--- config.mk ---
export PLATFORM = sky130hd
export DESIGN_NAME = alu_ctrl_mc
export DESIGN_NICKNAME = d
export VERILOG_FILES = /design/src/rtl/alu_ctrl_pkg.sv /design/src/rtl/alu_dec.sv /design/src/rtl/alu_ctrl_mc.sv
export SDC_FILE = /design/constraint.sdc
export NUM_CORES = 1
export LEC_CHECK = 0
export CAP_MARGIN = 0
export CORE_MARGIN = 2
export CORE_UTILIZATION = 51
export CTS_CLUSTER_SIZE = 24
export DETAILED_ROUTE_END_ITERATION = 7
export PLACE_DENSITY = 0.91
export SLEW_MARGIN = 20
export SYNTH_ARGS = -nofsm -noshare
export SYNTH_HDL_FRONTEND = slang
export SYNTH_HIERARCHICAL = 1
export SYNTH_SLANG_ARGS = --single-unit
--- constraint.sdc ---
create_clock -name clk_i -period 2.5 [get_ports clk_i]
set_input_delay 0.5 -clock clk_i [delete_from_list [all_inputs] [get_ports clk_i]]
set_output_delay 0.5 -clock clk_i [all_outputs]
set_load 0.01 [all_outputs]
--- src/rtl/alu_ctrl_pkg.sv ---
// -----------------------------------------------------------------------------
// alu_ctrl_pkg
// Shared definitions for the multi-cycle ALU control block:
//   - alu_code_e : 4-bit ALU control codes driven on ALUCtrl_o
//   - alu_op_e   : main-decoder ALU op classes presented on ALUOp_i
//   - FUNCT_*    : R-type funct field constants
//   - md_op_e    : mult/div operation encoding on md_op_o
//   - state_e    : control FSM states
// -----------------------------------------------------------------------------
package alu_ctrl_pkg;

  typedef enum logic [3:0] {
    ALU_AND     = 4'b0000,
    ALU_OR      = 4'b0001,
    ALU_ADD     = 4'b0010,
    ALU_SLL     = 4'b0011,
    ALU_SRL     = 4'b0100,
    ALU_SUB     = 4'b0110,
    ALU_SLT     = 4'b0111,
    ALU_PASS_HI = 4'b1000,
    ALU_PASS_LO = 4'b1001,
    ALU_NOR     = 4'b1100,
    ALU_NOP     = 4'b1111
  } alu_code_e;

  typedef enum logic [3:0] {
    OPC_RTYPE = 4'b0000,
    OPC_ADD   = 4'b0001,
    OPC_SUB   = 4'b0010,
    OPC_SLT   = 4'b0011,
    OPC_OR    = 4'b0100,
    OPC_AND   = 4'b0101
  } alu_op_e;

  localparam logic [5:0] FUNCT_ADD     = 6'b100000;
  localparam logic [5:0] FUNCT_SUB     = 6'b100010;
  localparam logic [5:0] FUNCT_AND     = 6'b100100;
  localparam logic [5:0] FUNCT_OR      = 6'b100101;
  localparam logic [5:0] FUNCT_NOR     = 6'b100111;
  localparam logic [5:0] FUNCT_SLT     = 6'b101010;
  localparam logic [5:0] FUNCT_SLL     = 6'b000000;
  localparam logic [5:0] FUNCT_SRL     = 6'b000010;
  localparam logic [5:0] FUNCT_MFHI    = 6'b010000;
  localparam logic [5:0] FUNCT_MFLO    = 6'b010010;
  // mult/multu/div/divu occupy 011000..011011; the low two bits select the op.
  localparam logic [3:0] FUNCT_MD_PFX  = 4'b0110;

  typedef enum logic [1:0] {
    MD_MULT  = 2'b00,
    MD_MULTU = 2'b01,
    MD_DIV   = 2'b10,
    MD_DIVU  = 2'b11
  } md_op_e;

  typedef enum logic [1:0] {
    ST_IDLE    = 2'b00,
    ST_MD_BUSY = 2'b01,
    ST_MD_DONE = 2'b10
  } state_e;

  // Wide enough for the largest legal MD_CYCLES (255).
  localparam int CNT_W = 8;

endpackage

--- src/rtl/alu_dec.sv ---
// -----------------------------------------------------------------------------
// alu_dec
// Purely combinational ALU control decoder.
// Ports:
//   alu_op_i  [3:0] main-decoder op class
//   funct_i   [5:0] R-type funct field (only used for the R-type class)
//   code_o          ALU control code (NOP for mult/div and illegal requests)
//   is_md_o         request is a mult/div operation
//   md_op_o         mult/div operation (meaningful only when is_md_o)
//   illegal_o       request cannot be decoded
// -----------------------------------------------------------------------------
module alu_dec
  import alu_ctrl_pkg::*;
(
  input  logic [3:0] alu_op_i,
  input  logic [5:0] funct_i,
  output alu_code_e  code_o,
  output logic       is_md_o,
  output md_op_e     md_op_o,
  output logic       illegal_o
);

  always_comb begin
    // NOTE: every output gets a default before the case statements so no
    // path leaves a signal unassigned, which would infer a latch.
    code_o    = ALU_NOP;
    is_md_o   = 1'b0;
    md_op_o   = MD_MULT;
    illegal_o = 1'b0;

    case (alu_op_i)
      OPC_RTYPE: begin
        case (funct_i)
          FUNCT_ADD:  code_o = ALU_ADD;
          FUNCT_SUB:  code_o = ALU_SUB;
          FUNCT_AND:  code_o = ALU_AND;
          FUNCT_OR:   code_o = ALU_OR;
          FUNCT_NOR:  code_o = ALU_NOR;
          FUNCT_SLT:  code_o = ALU_SLT;
          FUNCT_SLL:  code_o = ALU_SLL;
          FUNCT_SRL:  code_o = ALU_SRL;
          FUNCT_MFHI: code_o = ALU_PASS_HI;
          FUNCT_MFLO: code_o = ALU_PASS_LO;
          default: begin
            if (funct_i[5:2] == FUNCT_MD_PFX) begin
              // The ALU itself idles while the mult/div unit works.
              is_md_o = 1'b1;
              md_op_o = md_op_e'(funct_i[1:0]);
            end else begin
              illegal_o = 1'b1;
            end
          end
        endcase
      end
      OPC_ADD: code_o    = ALU_ADD;
      OPC_SUB: code_o    = ALU_SUB;
      OPC_SLT: code_o    = ALU_SLT;
      OPC_OR:  code_o    = ALU_OR;
      OPC_AND: code_o    = ALU_AND;
      default: illegal_o = 1'b1;
    endcase
  end

endmodule

--- src/rtl/alu_ctrl_mc.sv ---
// -----------------------------------------------------------------------------
// alu_ctrl_mc
// Registered ALU control with a valid/ready handshake on both sides and a
// sequencer for multi-cycle mult/div operations.
// Single-cycle and illegal requests produce a result one cycle after accept.
// Mult/div requests pulse md_start_o, hold busy_o for MD_CYCLES cycles, then
// present a HI/LO write result (hilo_we_o) that is held until consumed.
// Ports:
//   clk_i, rst_i           clock, synchronous active-high reset
//   valid_i / ready_o      request handshake (ALUOp_i, funct_i)
//   flush_i                abort any in-flight operation
//   valid_o / ready_i      result handshake (ALUCtrl_o, illegal_o, hilo_we_o)
//   md_start_o, md_op_o    one-cycle mult/div start and operation
//   busy_o                 mult/div in progress
// -----------------------------------------------------------------------------
module alu_ctrl_mc
  import alu_ctrl_pkg::*;
#(
  parameter int CTRL_W    = 4,
  parameter int MD_CYCLES = 32
) (
  input  logic              clk_i,
  input  logic              rst_i,
  input  logic              valid_i,
  output logic              ready_o,
  input  logic [5:0]        funct_i,
  input  logic [3:0]        ALUOp_i,
  input  logic              flush_i,
  output logic              valid_o,
  input  logic              ready_i,
  output logic [CTRL_W-1:0] ALUCtrl_o,
  output logic              illegal_o,
  output logic              md_start_o,
  output logic [1:0]        md_op_o,
  output logic              busy_o,
  output logic              hilo_we_o
);

  // ---------------------------------------------------------------------------
  // Decode
  // ---------------------------------------------------------------------------
  alu_code_e dec_code;
  logic      dec_is_md;
  md_op_e    dec_md_op;
  logic      dec_illegal;

  alu_dec u_dec (
    .alu_op_i  (ALUOp_i),
    .funct_i   (funct_i),
    .code_o    (dec_code),
    .is_md_o   (dec_is_md),
    .md_op_o   (dec_md_op),
    .illegal_o (dec_illegal)
  );

  // ---------------------------------------------------------------------------
  // State
  // ---------------------------------------------------------------------------
  state_e           state_q,    state_d;
  logic [CNT_W-1:0] cnt_q,      cnt_d;
  logic             valid_q,    valid_d;
  alu_code_e        alu_ctrl_q, alu_ctrl_d;
  logic             illegal_q,  illegal_d;
  logic             md_start_q, md_start_d;
  md_op_e           md_op_q,    md_op_d;
  logic             busy_q,     busy_d;
  logic             hilo_we_q,  hilo_we_d;

  logic             ready;
  logic             accept;

  // A new request fits only when idle and the output slot is empty or is
  // being drained this very cycle.
  assign ready  = (state_q == ST_IDLE) && (!valid_q || ready_i);
  assign accept = valid_i && ready;

  always_comb begin
    // Hold everything by default; md_start is a single-cycle pulse.
    state_d    = state_q;
    cnt_d      = cnt_q;
    valid_d    = valid_q;
    alu_ctrl_d = alu_ctrl_q;
    illegal_d  = illegal_q;
    md_start_d = 1'b0;
    md_op_d    = md_op_q;
    busy_d     = busy_q;
    hilo_we_d  = hilo_we_q;

    if (flush_i) begin
      // Any request presented alongside a flush is dropped.
      state_d   = ST_IDLE;
      cnt_d     = '0;
      valid_d   = 1'b0;
      illegal_d = 1'b0;
      busy_d    = 1'b0;
      hilo_we_d = 1'b0;
    end else begin
      case (state_q)
        ST_IDLE: begin
          // Result consumed: empty the slot unless refilled below.
          if (valid_q && ready_i) begin
            valid_d   = 1'b0;
            illegal_d = 1'b0;
          end
          if (accept) begin
            if (dec_is_md) begin
              state_d    = ST_MD_BUSY;
              cnt_d      = CNT_W'(MD_CYCLES - 1);
              valid_d    = 1'b0;
              alu_ctrl_d = ALU_NOP;
              illegal_d  = 1'b0;
              md_start_d = 1'b1;
              md_op_d    = dec_md_op;
              busy_d     = 1'b1;
            end else begin
              valid_d    = 1'b1;
              alu_ctrl_d = dec_code;
              illegal_d  = dec_illegal;
            end
          end
        end

        ST_MD_BUSY: begin
          if (cnt_q == '0) begin
            state_d    = ST_MD_DONE;
            valid_d    = 1'b1;
            alu_ctrl_d = ALU_NOP;
            illegal_d  = 1'b0;
            busy_d     = 1'b0;
            hilo_we_d  = 1'b1;
          end else begin
            cnt_d = cnt_q - 1'b1;
          end
        end

        ST_MD_DONE: begin
          if (ready_i) begin
            state_d   = ST_IDLE;
            valid_d   = 1'b0;
            hilo_we_d = 1'b0;
          end
        end

        default: begin
          state_d   = ST_IDLE;
          cnt_d     = '0;
          valid_d   = 1'b0;
          busy_d    = 1'b0;
          hilo_we_d = 1'b0;
        end
      endcase
    end
  end

  // NOTE: sequential state uses non-blocking assignments so every flop
  // samples its _d value from before the edge, independent of block order.
  always_ff @(posedge clk_i) begin
    if (rst_i) begin
      state_q    <= ST_IDLE;
      cnt_q      <= '0;
      valid_q    <= 1'b0;
      alu_ctrl_q <= ALU_NOP;
      illegal_q  <= 1'b0;
      md_start_q <= 1'b0;
      md_op_q    <= MD_MULT;
      busy_q     <= 1'b0;
      hilo_we_q  <= 1'b0;
    end else begin
      state_q    <= state_d;
      cnt_q      <= cnt_d;
      valid_q    <= valid_d;
      alu_ctrl_q <= alu_ctrl_d;
      illegal_q  <= illegal_d;
      md_start_q <= md_start_d;
      md_op_q    <= md_op_d;
      busy_q     <= busy_d;
      hilo_we_q  <= hilo_we_d;
    end
  end

  // ---------------------------------------------------------------------------
  // Outputs
  // ---------------------------------------------------------------------------
  assign ready_o    = ready;
  assign valid_o    = valid_q;
  assign ALUCtrl_o  = CTRL_W'(alu_ctrl_q);  // zero-extended above bit 3
  assign illegal_o  = illegal_q;
  assign md_start_o = md_start_q;
  assign md_op_o    = md_op_q;
  assign busy_o     = busy_q;
  assign hilo_we_o  = hilo_we_q;

endmodule

==> impl_metrics.py, run 1 <==
metrics = {
    "global_route": {
        "grt_pass1_wl_um": 6400,
        "grt_max_degree": 14,
        "grt_overflow": 0,
        "grt_usage": 0.256,
        "grt_pass1_vias": 1402,
        "antenna_found_initial": 0,
    },
    "pwr": {
        "p_leak_nw": 0.606,
        "power.density_nw_per_um2": 363,
        "peakVddDrop_mv": 0.530,
    },
    "timing": {
        "hold_viol_final": 0,
        "relSlewSlack": 0.630,
        "finalCriticalPeriod_ps": 2310,
        "layout_setup_ws_ps": 189,
        "slew_viol_final": 0,
        "clock_skew_ps": 3.64,
        "fin_crit_sh": 0.924,
        "worst_pin_slew_ps": 547,
        "tns_ps": 0,
        "rsz0062_at_grt": "false",
        "fmax_mhz": 433,
        "setup_viol": 0,
    },
    "placed_design": {
        "dp_hpwl_um": 3000,
        "pre_cts_slack_ps": -17.0,
        "gp_congestion": 0.900,
        "portBuffers": 26,
    },
    "synthesis": {
        "ys_seq_elements": 21,
        "synth_edf_count": 0,
        "syn_area_um2": 1370,
        "synth_top_cell_by_area": "dfxtp_1",
        "yosysSeqAreaShare": 0.308,
        "syn_inst": 171,
        "async_reset_ff_frac": 0,
        "syn-num-nets": 188,
        "synthFlopType": "dfxtp_1",
        "synth_area_per_cell_um2": 7.98,
        "synthTopCellsByArea": "dfxtp_1, a21oi_1, nor2_1",
        "synth_top_area_share": 0.308,
        "yosysUniqueCellTypes": 53,
        "ys_warn_count": 6,
    },
    "die": {
        "io_pins": 27,
        "die_h_um": 55.7,
        "start_util": 0.546,
        "core_region_area_um2": 2500,
        "die_w_um": 55.7,
        "rows": 18,
        "dieArea_um2": 3110,
    },
    "cts": {
        "cts_root_buf": "clkbuf_4",
        "post_cts_buffers": 0,
        "clk_latency_ps": 320,
        "cts.path.max_buffers": 2,
        "postCtsResizedCells": 0,
        "htree_levels": 1,
        "numClockSinks": 21,
        "cts_tree": "done",
        "clk_pin_slew_worst_paths_ps": 130,
        "numCtsBuffers": 3,
        "cts_hold_buf": 0,
    },
    "route": {
        "drtAntennaViolNets": 0,
        "finalWirelength_um": 3920,
        "drtIter0Drc": 87,
        "vias": 1519,
        "avgRoutedWirePerCell_um": 16.7,
        "first_pass_iters": 4,
        "remaining_drc_errors": 0,
        "vias_per_cell": 6.46,
    },
    "setup_path": {
        "r2r_slack_ps": 350,
        "worstPathCellList": "clkdlybuf4s50_1 > nor2b_1 > nor3_1 > clkdlybuf4s50_1",
        "startpoint_type": "input pin",
        "worstSetupPathType": "input pin to primary output",
        "cp_max_fo": 4,
        "cpMostUsedCell": "clkdlybuf4s50_1",
        "arrival_ps": 1810,
        "slowest_delay_ps": 570,
        "endpoint_kind": "primary output",
        "required_ps": 2000,
        "crit_slowest_cell": "clkdlybuf4s50_1",
    },
    "status": {
        "outcome": "completed",
    },
    "final_layout": {
        "num-nets-final": 223,
        "layout-drive-gt1-share": 0.122,
        "final_common_cell": "clkdlybuf4s50_1",
        "area_growth_syn_to_layout_pct": 27.8,
        "mostFrequentLayoutCells": "clkdlybuf4s50_1, dfxtp_1, a21oi_1",
        "n_antenna_cell": 0,
    },
    "run": {
        "cap_violations": 0,
    },
    "min_path": {
        "min_path_type": "flop to flop",
    },
}
==> layer usage <==
metal,GRT usage,part of all wire,vias up
met5,0,0,-
li1,-,-,718
met4,0.0627,0.020,0
met2,0.446,0.50,82
met1,0.315,0.39,707
met3,0.0628,0.081,12
==> through the flow <==
stage | cell area (µm²) | power (mW) | cells | util | hold WS [ps]
finish | 1740 | 0.633 | 235 | 0.698 | 488
global route | 1740 | 0.653 | 235 | 0.698 | 505
CTS | 1740 | 0.630 | 235 | 0.698 | 487
detailed placement | 1710 | 0.459 | 231 | 0.686 | 467
global placement | 1710 | 0.454 | 231 | 0.686 | 452
floorplan | 1370 | 0.402 | 171 | - | 466
==> report_power, final <==
| part | leakage [nW] | internal, mW | switching [mW] |
|---|---|---|---|
| Sequential | 0.170 | 0.338 | 0.00287 |
| Combinational | 0.422 | 0.0592 | 0.0536 |
| Clock | 0.0139 | 0.0612 | 0.118 |
| Total | 0.606 | 0.459 | 0.175 |
==> registers in the layout, indices dropped and copies added, names as in the netlist <==
signal / cells
ALUCtrl_o: 4
md_start_o: 1
state_q: 2
illegal_o: 1
hilo_we_o: 1
busy_o: 1
md_op_o: 2
valid_o: 1
cnt_q: 8
==> cells by family after synthesis <==
| family | synth area share |
|---|---|
| fa+ha+maj | 0.0183 |
| mux | 0.0220 |
| compound gates | 0.260 |
| simple gates | 0.325 |
| buf+inv | 0.0532 |
| flops | 0.308 |
| xor+xnor | 0.0128 |
==> worst paths after layout <==
path / end / startpoint / depth (start not counted)
setup / recovery: ready_o / ready_i / 4
hold reg to reg: illegal_o$_SDFFE_PP0P_ / illegal_o$_SDFFE_PP0P_ / 2
setup reg to reg: illegal_o$_SDFFE_PP0P_ / cnt_q[2]$_SDFFE_PP0P_ / 4
hold / removal: illegal_o$_SDFFE_PP0P_ / illegal_o$_SDFFE_PP0P_ / 2
==> synth_stat cells (2+ instances only) <==
| cell type | number |
|---|---|
| o22ai_1 | 2 |
| nor3b_1 | 3 |
| a21oi_1 | 16 |
| nor3_1 | 5 |
| nand3b_1 | 5 |
| o32a_1 | 4 |
| a211oi_1 | 2 |
| nand2_1 | 12 |
| nor4b_1 | 2 |
| a32oi_1 | 2 |
| a2111oi_0 | 2 |
| nand3_1 | 5 |
| a211o_1 | 2 |
| o21a_1 | 2 |
| nor2_1 | 14 |
| ha_1 | 2 |
| or2_2 | 2 |
| xnor2_1 | 2 |
| and2_1 | 4 |
| clkbuf_1 | 6 |
| buf_4 | 2 |
| o21ai_1 | 3 |
| inv_1 | 5 |
| and2b_1 | 2 |
| o21ai_0 | 6 |
| nor2b_1 | 4 |
| dfxtp_1 | 21 |
| or3_1 | 2 |
| mux2i_1 | 3 |
| nor4_1 | 5 |
| a22oi_1 | 2 |
==> critical path: cells and delay by family <==
family                 cells  cell delay [ps]
buffers and inverters      2             1090
and+or+nand+nor            2              220
==> layout make-up <==
type,count,area (µm²)
tap,30,37.5
clock buffer,3,22.5
sequential,21,420
multi-input combinational,135,872
clock inverter,1,7.51
fill,176,756
inverter,5,18.8
timing repair buffer,40,365
(Power assumes the default switching activity.)
==> run 2: changes to the inputs <==
Settings changed: SLEW_MARGIN 20 to default.
==> results of run 2 <==
Same layout as run 1: the final DEF is identical, and so are final timing and power.
